**src/rtl/cpu_types_pkg.sv**
```systemverilog
// Shared CPU types: instruction-cache frame layout, cache FSM states and a
// saturating counter helper.
package cpu_types_pkg;

  localparam int unsigned WORD_W  = 32;
  localparam int unsigned WADDR_W = 30;

  typedef enum logic {
    COMPARE = 1'b0,
    FETCH   = 1'b1
  } icache_state_t;

  // Tag field is sized for the smallest cache; narrower tags are zero-extended.
  typedef struct packed {
    logic               valid;
    logic [WADDR_W-1:0] tag;
    logic [WORD_W-1:0]  data;
  } icache_frame_t;

  function automatic logic [WORD_W-1:0] sat_inc(input logic [WORD_W-1:0] v);
    return (v == '1) ? v : v + WORD_W'(1);
  endfunction

endpackage

```
**src/rtl/icache_if.sv**
```systemverilog
// Instruction-cache bus bundle: datapath request side, memory refill side
// and performance counters.
interface icache_if;
  logic        imemREN;
  logic [31:0] imemaddr;
  logic        ihit;
  logic [31:0] imemload;
  logic        flush;
  logic        iREN;
  logic [31:0] iaddr;
  logic        iwait;
  logic [31:0] iload;
  logic [31:0] hit_count;
  logic [31:0] miss_count;

  modport slave (
    input  imemREN, imemaddr, flush, iwait, iload,
    output ihit, imemload, iREN, iaddr, hit_count, miss_count
  );

  modport master (
    output imemREN, imemaddr, flush, iwait, iload,
    input  ihit, imemload, iREN, iaddr, hit_count, miss_count
  );
endinterface

```
**src/rtl/icache.sv**
```systemverilog
// Direct-mapped, one-word-per-frame instruction cache with zero-cycle hits
// and a blocking single-word refill from memory.
module icache
  import cpu_types_pkg::*;
#(
  parameter int unsigned FRAMES = 16
) (
  input logic     CLK,
  input logic     nRST,
  icache_if.slave bus
);

  localparam int unsigned IDX_W = $clog2(FRAMES);
  localparam int unsigned TAG_W = WADDR_W - IDX_W;

  icache_state_t state_q, state_d;
  icache_frame_t frames_q [FRAMES];
  icache_frame_t req_frame;

  logic [31:0] miss_addr_q, miss_addr_d;
  logic [31:0] hit_cnt_q, hit_cnt_d;
  logic [31:0] miss_cnt_q, miss_cnt_d;

  logic [IDX_W-1:0] req_idx, fill_idx;
  logic [TAG_W-1:0] req_tag, fill_tag;
  logic             hit_c, ihit_c, fill_c, iren_c;
  logic [31:0]      imemload_c, iaddr_c;
  logic             unused_byte_offset;

  assign req_idx  = bus.imemaddr[IDX_W+1:2];
  assign req_tag  = bus.imemaddr[31:IDX_W+2];
  assign fill_idx = miss_addr_q[IDX_W+1:2];
  assign fill_tag = miss_addr_q[31:IDX_W+2];
  assign unused_byte_offset = ^bus.imemaddr[1:0];

  assign req_frame = frames_q[req_idx];
  assign hit_c     = (state_q == COMPARE) && bus.imemREN && req_frame.valid &&
                     (req_frame.tag == WADDR_W'(req_tag));

  // Next-state, refill strobe and combinational datapath/memory outputs.
  always_comb begin
    state_d     = state_q;
    miss_addr_d = miss_addr_q;
    hit_cnt_d   = hit_cnt_q;
    miss_cnt_d  = miss_cnt_q;
    fill_c      = 1'b0;
    ihit_c      = 1'b0;
    imemload_c  = '0;
    iren_c      = 1'b0;
    iaddr_c     = '0;
    unique case (state_q)
      COMPARE: begin
        ihit_c = hit_c && !bus.flush;
        if (ihit_c) begin
          imemload_c = req_frame.data;
          hit_cnt_d  = sat_inc(hit_cnt_q);
        end else if (bus.imemREN && !bus.flush) begin
          state_d     = FETCH;
          miss_addr_d = {bus.imemaddr[31:2], 2'b00};
          miss_cnt_d  = sat_inc(miss_cnt_q);
        end
      end
      FETCH: begin
        iren_c  = 1'b1;
        iaddr_c = miss_addr_q;
        // A flush drops the refill even if memory completes this cycle.
        if (bus.flush) begin
          state_d = COMPARE;
        end else if (!bus.iwait) begin
          fill_c  = 1'b1;
          state_d = COMPARE;
        end
      end
      default: state_d = COMPARE;
    endcase
  end

  always_ff @(posedge CLK or negedge nRST) begin : ctrl_regs
    if (!nRST) begin
      state_q     <= COMPARE;
      miss_addr_q <= '0;
      hit_cnt_q   <= '0;
      miss_cnt_q  <= '0;
    end else begin
      state_q     <= state_d;
      miss_addr_q <= miss_addr_d;
      hit_cnt_q   <= hit_cnt_d;
      miss_cnt_q  <= miss_cnt_d;
    end
  end

  always_ff @(posedge CLK or negedge nRST) begin : frame_store
    if (!nRST) begin
      for (int unsigned i = 0; i < FRAMES; i++) begin
        frames_q[IDX_W'(i)] <= '0;
      end
    end else if (bus.flush) begin
      for (int unsigned i = 0; i < FRAMES; i++) begin
        frames_q[IDX_W'(i)].valid <= 1'b0;
      end
    end else if (fill_c) begin
      frames_q[fill_idx] <= '{valid: 1'b1, tag: WADDR_W'(fill_tag), data: bus.iload};
    end
  end

  assign bus.ihit       = ihit_c;
  assign bus.imemload   = imemload_c;
  assign bus.iREN       = iren_c;
  assign bus.iaddr      = iaddr_c;
  assign bus.hit_count  = hit_cnt_q;
  assign bus.miss_count = miss_cnt_q;

endmodule

```
**src/flat_wrapper.sv**
```systemverilog
// flat-port wrapper written by rule: the top's interface ports become plain ports
module icache_flat import cpu_types_pkg::*;
#(
  parameter int unsigned FRAMES = 16
)
  (CLK, nRST, bus_imemREN, bus_imemaddr, bus_flush, bus_iwait, bus_iload, bus_ihit, bus_imemload, bus_iREN, bus_iaddr, bus_hit_count, bus_miss_count);
  icache_if bus_i ();
  input logic CLK;
  input logic nRST;
  input wire logic [$bits(bus_i.imemREN)-1:0] bus_imemREN;
  input wire logic [$bits(bus_i.imemaddr)-1:0] bus_imemaddr;
  input wire logic [$bits(bus_i.flush)-1:0] bus_flush;
  input wire logic [$bits(bus_i.iwait)-1:0] bus_iwait;
  input wire logic [$bits(bus_i.iload)-1:0] bus_iload;
  output wire logic [$bits(bus_i.ihit)-1:0] bus_ihit;
  output wire logic [$bits(bus_i.imemload)-1:0] bus_imemload;
  output wire logic [$bits(bus_i.iREN)-1:0] bus_iREN;
  output wire logic [$bits(bus_i.iaddr)-1:0] bus_iaddr;
  output wire logic [$bits(bus_i.hit_count)-1:0] bus_hit_count;
  output wire logic [$bits(bus_i.miss_count)-1:0] bus_miss_count;
  assign bus_i.imemREN = bus_imemREN;
  assign bus_i.imemaddr = bus_imemaddr;
  assign bus_i.flush = bus_flush;
  assign bus_i.iwait = bus_iwait;
  assign bus_i.iload = bus_iload;
  assign bus_ihit = bus_i.ihit;
  assign bus_imemload = bus_i.imemload;
  assign bus_iREN = bus_i.iREN;
  assign bus_iaddr = bus_i.iaddr;
  assign bus_hit_count = bus_i.hit_count;
  assign bus_miss_count = bus_i.miss_count;
  icache #(.FRAMES(FRAMES)) u_core (.CLK(CLK), .nRST(nRST), .bus(bus_i));
endmodule
```
**config.mk**
```make
export PLATFORM = sky130hd
export DESIGN_NAME = icache_flat
export DESIGN_NICKNAME = d
export VERILOG_FILES = /design/src/rtl/cpu_types_pkg.sv /design/src/rtl/icache_if.sv /design/src/rtl/icache.sv /design/src/flat_wrapper.sv
export SDC_FILE = /design/constraint.sdc
export NUM_CORES = 1
export LEC_CHECK = 0
export CAP_MARGIN = 20
export CORE_MARGIN = 5
export CORE_UTILIZATION = 57
export CTS_CLUSTER_DIAMETER = 80
export DETAILED_ROUTE_END_ITERATION = 10
export MAX_ROUTING_LAYER = met4
export PLACE_DENSITY = 0.85
export SLEW_MARGIN = 20
export SYNTH_ARGS = -nofsm -noshare
export SYNTH_HDL_FRONTEND = slang
export SYNTH_SLANG_ARGS = --single-unit
```
**constraint.sdc**
```tcl
create_clock -name CLK -period 4.9 [get_ports CLK]
set_clock_uncertainty 0.15 [all_clocks]
set_input_delay 0.735 -clock CLK [delete_from_list [all_inputs] [get_ports CLK]]
set_output_delay 0.735 -clock CLK [all_outputs]
set_load 0.01 [all_outputs]
```
### Yosys cells after proc, flatten, opt, wreduce, memory -nomap -nowiden

Index checks and enable logic that the tools add are counted.

* flip-flop bits (word level): 1103
* bits of input ports: 69
* output and inout bits: 130
* word-level logic and storage cells: 115

* $add $sub $neg: 2
* order comparisons: 3
* equal/unequal tests: 3
* muxes and demuxes: 36
* bitwise gates (word level): 7
* reduce and logical (&&, ||, !) cells: 12

Operators with widths (number)
* bitwise mux 1008 bit: 1
* 2-to-1 mux 1008 bit: 1
* binary-select mux 63 bit (select 4 bit): 1
* demux 63 bit (select 4 bit): 1
* 2-to-1 mux 63 bit: 3
* 2-to-1 mux 32 bit: 3
* adder 32 x 1 -> 32 bit, second input constant: 2
* == test 32 bit, second input constant: 2
* == test 30 x 26 -> 1 bit: 1
* 2-to-1 mux 1 bit: 25
* greater-or-equal comparator 5 bit, second input constant: 2
* inverter 4 -> 5 bit: 2
* logical AND 1 bit: 6
* AND reduction 3 bit: 2
* less-than comparator 5 x 1 -> 1 bit, second input constant: 1
* inverter 1 bit: 5
* AND reduction 4 bit: 1
* one-hot mux 1 bit (2 select lines): 1
* AND reduction 2 bit: 1
* nonzero test 2 bit: 1
* zero test 1 bit: 1

### Logic depth before layout (Yosys ltp)

* depth after elaboration: 9
* mapped depth: 14
* mapped depth without buffers: 9

### Worst setup path before layout

No wires, ideal clock.

* path kind: input to output
* start: input bus_imemaddr[2]
* end: output bus_imemload[22]
* data arrival time: 3550 ps
* data required time: 4015 ps
* slack: 465 ps
* stages on the path: 8
* path buffers: 5
* path through: buf_4 buf_2 buf_1 clkbuf_1 buf_2 mux4_2 mux4_2 and3_1

* cells in the longest elaborated chain, start to end: 9
* elaborated cells on any way between the ends: 10
* classes of those cells: eq/ne: 1; mux: 5; bitwise: 1; reduce/logical: 3

RTL lines
* start: declaration: line flat_wrapper.sv:11 `input wire logic [$bits(bus_i.imemaddr)-1:0] bus_imemaddr;`
* inverter 4 -> 5 bit (implied by the code) *: line icache.sv:36 `assign req_frame = frames_q[req_idx];`
* binary-select mux 63 bit (select 4 bit) *: line icache.sv:36
* 2-to-1 mux 63 bit (implied by the code) * (2 in a row): line icache.sv:36
* == test 30 x 26 -> 1 bit / logical AND 1 bit (equally long branches): line icache.sv:38, icache.sv:37
* logical AND 1 bit: line icache.sv:37 `assign hit_c = (state_q == COMPARE) && bus.imemREN && req_frame.valid &&`
* logical AND 1 bit: line icache.sv:53 `ihit_c = hit_c && !bus.flush;`
* 2-to-1 mux 32 bit *: line icache.sv:54 `if (ihit_c) begin`
* 2-to-1 mux 32 bit *: line icache.sv:51 `unique case (state_q)`
* end: declaration: line flat_wrapper.sv:16 `output wire logic [$bits(bus_i.imemload)-1:0] bus_imemload;`

Mark *: on every way between the ends. The rest lies on a longest branch, timed or not. The select of a mux whose other input is x is not followed.

### Worst setup path in the final report

* start: input bus_imemaddr[4]
* end: output bus_imemload[12]

Same word-level chain as after synthesis.

==> results.md <==
* Global Route Usage Sum at 0.2826
* Initial antenna violation count at 5
* Max Root-Sink Buffers at 3
* CTS H-tree depth at 3
* Synthesized netlist cell count at ~3100
* CTS buffer count at ~110
* Cell area after layout at around 0.055 sq mm
* CP Launch Point: bus_imemaddr[4]
* Register-to-Register Path Depth at 9
* Share of cells above drive strength 1 at 0.4593
* Initial detailed-routing violation count at 2602
* Via/cell ratio at 6.433
* Critical Path Start Type: input pin
* First-pass GRT wire length at around 190 mm
* Synth Cell Area at 0.04776 sq mm
* Drt total wl at 122.0 mm
* Die height at 299.5 um
* Post-synthesis sequential area ratio at 0.5444
* Final Power at 22740 uW
* Max cap viols at 0
* Outcome: finished clean
* Relative max-transition margin at 0.3161
* Top cell type's share of synthesized area at 0.5444
* M3 GR Usage at 0.05975
* Total grt overflow at 0
* Final hold slack at roughly 0.0086 ns
* Final setup violation count at 0
* P&R area growth vs syn at 15.87%
* RSZ-0062 raised after global routing: false
* Commonest cells post-synth: 1039 x dfrtp_1, 974 x mux2_2, 243 x mux4_2
* Synth top area cells: dfrtp_1 54%, mux2_2 23%, mux4_2 11%, mux2i_1 1.8%, clkbuf_1 1.2%
* Worst vdd ir at around 0.00032 V
* Arrival time at the worst endpoint at 3.93 ns
* Leak at 0.02680 uW
* CORE AREA at 0.08342 sq mm
* RePlAce Congestion at 0.9244
* Largest net degree at the start of global routing at 149
* Layer with the highest usage: met2
* CP Class: input pin to output port
* Final Hold Fails at 0
* Worst Setup End Kind: output port
* DIE AREA at roughly 0.09 sq mm
* Register bit total from synthesis at 1039
* Placed inst area at 0.05159 sq mm
* Peak Freq at 0.2077 GHz
* Area leader, netlist: dfrtp_1
* Clock latency on the worst-skew pair at 0.67 ns
* Ports at 199
* Post-layout util at 0.6634
* Period utilisation layout at 0.9827
* Worst-path clk slew at 0.05 ns
* Starting density of the core at 0.5725
* Predominant post-synthesis flop cell: dfrtp_1
* Hold Buf Count CTS at 0
* Slew @ Worst Pin at 1.026 ns
* Detail Route Antenna Nets at 0
* Asr flop ratio synth at 1.000
* Row Count at 106
* Met1 Use GR at 0.3625
* Worst Path Required at 4.01 ns
* Drt wl/cell at about 27 um
* M2 GR Usage at 0.4529
* PD cells at slightly above 400 mW/mm^2
* DRT Pass-1 Iters at 5
* Unique masters post-synth at 62
* FF-to-FF Start: u_core.frames_q[36]
* IO buf count at 194
* Final Max Slew Viols at 0
* CTS tree: done
* CTS sink count at 1039
* FF-to-FF setup slack at roughly 1.2 ns
* Min Clock Period, post-route at 4.815 ns
* Most repeated cell in the gate-level netlist after synthesis: dfrtp_1
* Syn avg cell area at approximately 15 sq um
* Nets at between 3000 and 4000
* DP HPWL at 73.06 mm
* Vias in the first global route at about 32000
* Final setup margin at ~0.085 ns
* CP Max Fanout at 12
* Number of synthesized flops with an enable pin at 0
* Place WS at -0.1908 ns
* YS warnings at 0
* CTS root buffer: clkbuf_16
* Vias post-DR at 28710
* Drc violations at 0
* Die X-Extent at 299.5 um
* Worst min-delay path class: input pin to async pin
-- where the power goes --
group | internal [uW] | leakage (uW) | switching, uW
Sequential | 10000 | 0.0141 | 995
Clock | 4910 | 0.00176 | 3350
Combinational | 2100 | 0.0109 | 1350
Total | 17000 | 0.0268 | 5690
-- logic make-up after synthesis --
logic type	share of synthesized area
multiplexers	0.3621
flip-flops	0.5444
AND/OR/NAND/NOR	0.04124
buffers and inverters	0.02366
AO/OA/AOI/OAI	0.01318
XOR/XNOR	0.01485
adder cells (fa/ha/maj)	0.0005239
other	0.00007852
-- critical path: stages --
cell and delay [ns]:
buf_8 0.16, buf_12 0.17, mux4_2 0.51, mux4_2 0.50, xnor2_1 0.15, buf_4 0.15
o2111a_1 0.21, and4_4 0.45, buf_12 0.16, and3_1 0.15, clkdlybuf4s50_1 0.54
-- layout make-up --
class | count | area [sq um]
fill | 5309 | 28080
sequential | 1039 | 26000
multi-input combinational | 1813 | 20830
timing repair buffer | 322 | 3510
clock buffer | 160 | 3158
tap | 1080 | 1351
clock inverter | 28 | 420.4
inverter | 15 | 56.30
antenna | 5 | 12.51
-- state kept, by name (all words and copies together) (netlist names) --
signal / count
u_core.bus.hit_count: 32
u_core.bus.miss_count: 32
u_core.frames_q: 944
u_core.miss_addr_q: 30
u_core.state_q: 1
-- placed cells by master, fill, tap and decap left out, types with 12 or more instances in the layout --
cell and instances:
xnor2_1 33, a22oi_1 16, nand2_1 40, clkbuf_8 26
dfrtp_1 1038, clkdlybuf4s50_1 168, and3_1 68, mux4_2 243
clkbuf_1 26, nand4_1 24, buf_4 85, mux2_2 974
nor2b_1 13, clkinv_2 12, clkbuf_16 108, mux2i_1 82
dlymetal6s2s_1 21, nor3_1 27, nand3_1 38, nor2_1 23
and2_1 39, inv_1 12, buf_12 41, xor2_1 47
-- final timing paths --
check | endpoint
min in group CLK | u_core.frames_q[440]
hold / removal | u_core.frames_q[414]
setup / recovery | bus_imemload[12]
max in group asynchronous | u_core.frames_q[133]
hold reg to reg | u_core.frames_q[440]
setup reg to reg | u_core.bus.hit_count[30]
-- stage by stage --
stage	setup TNS (ns)	instances
after CTS	0	4452
after global routing	0	4462
after detailed placement	-4.448	4264
final	0	4462
after floorplan	0	3124
after global placement	-4.865	4264
-- routing by layer --
layer	wire length, um	part of all wire
met1	48620	0.40
met2	60890	0.50
met3	8290	0.068
met4	4177	0.034
met5	0	0
-- repair_timing --
action | 4_1_cts | 5_1_grt
cloned | 0 | 0
setup buffers | 0 | 5
pin swaps | 2 | 3
setup endpoints to repair | 32 | 32
gates resized for setup | 6 | 31
Power figures use the tool's default switching activity.
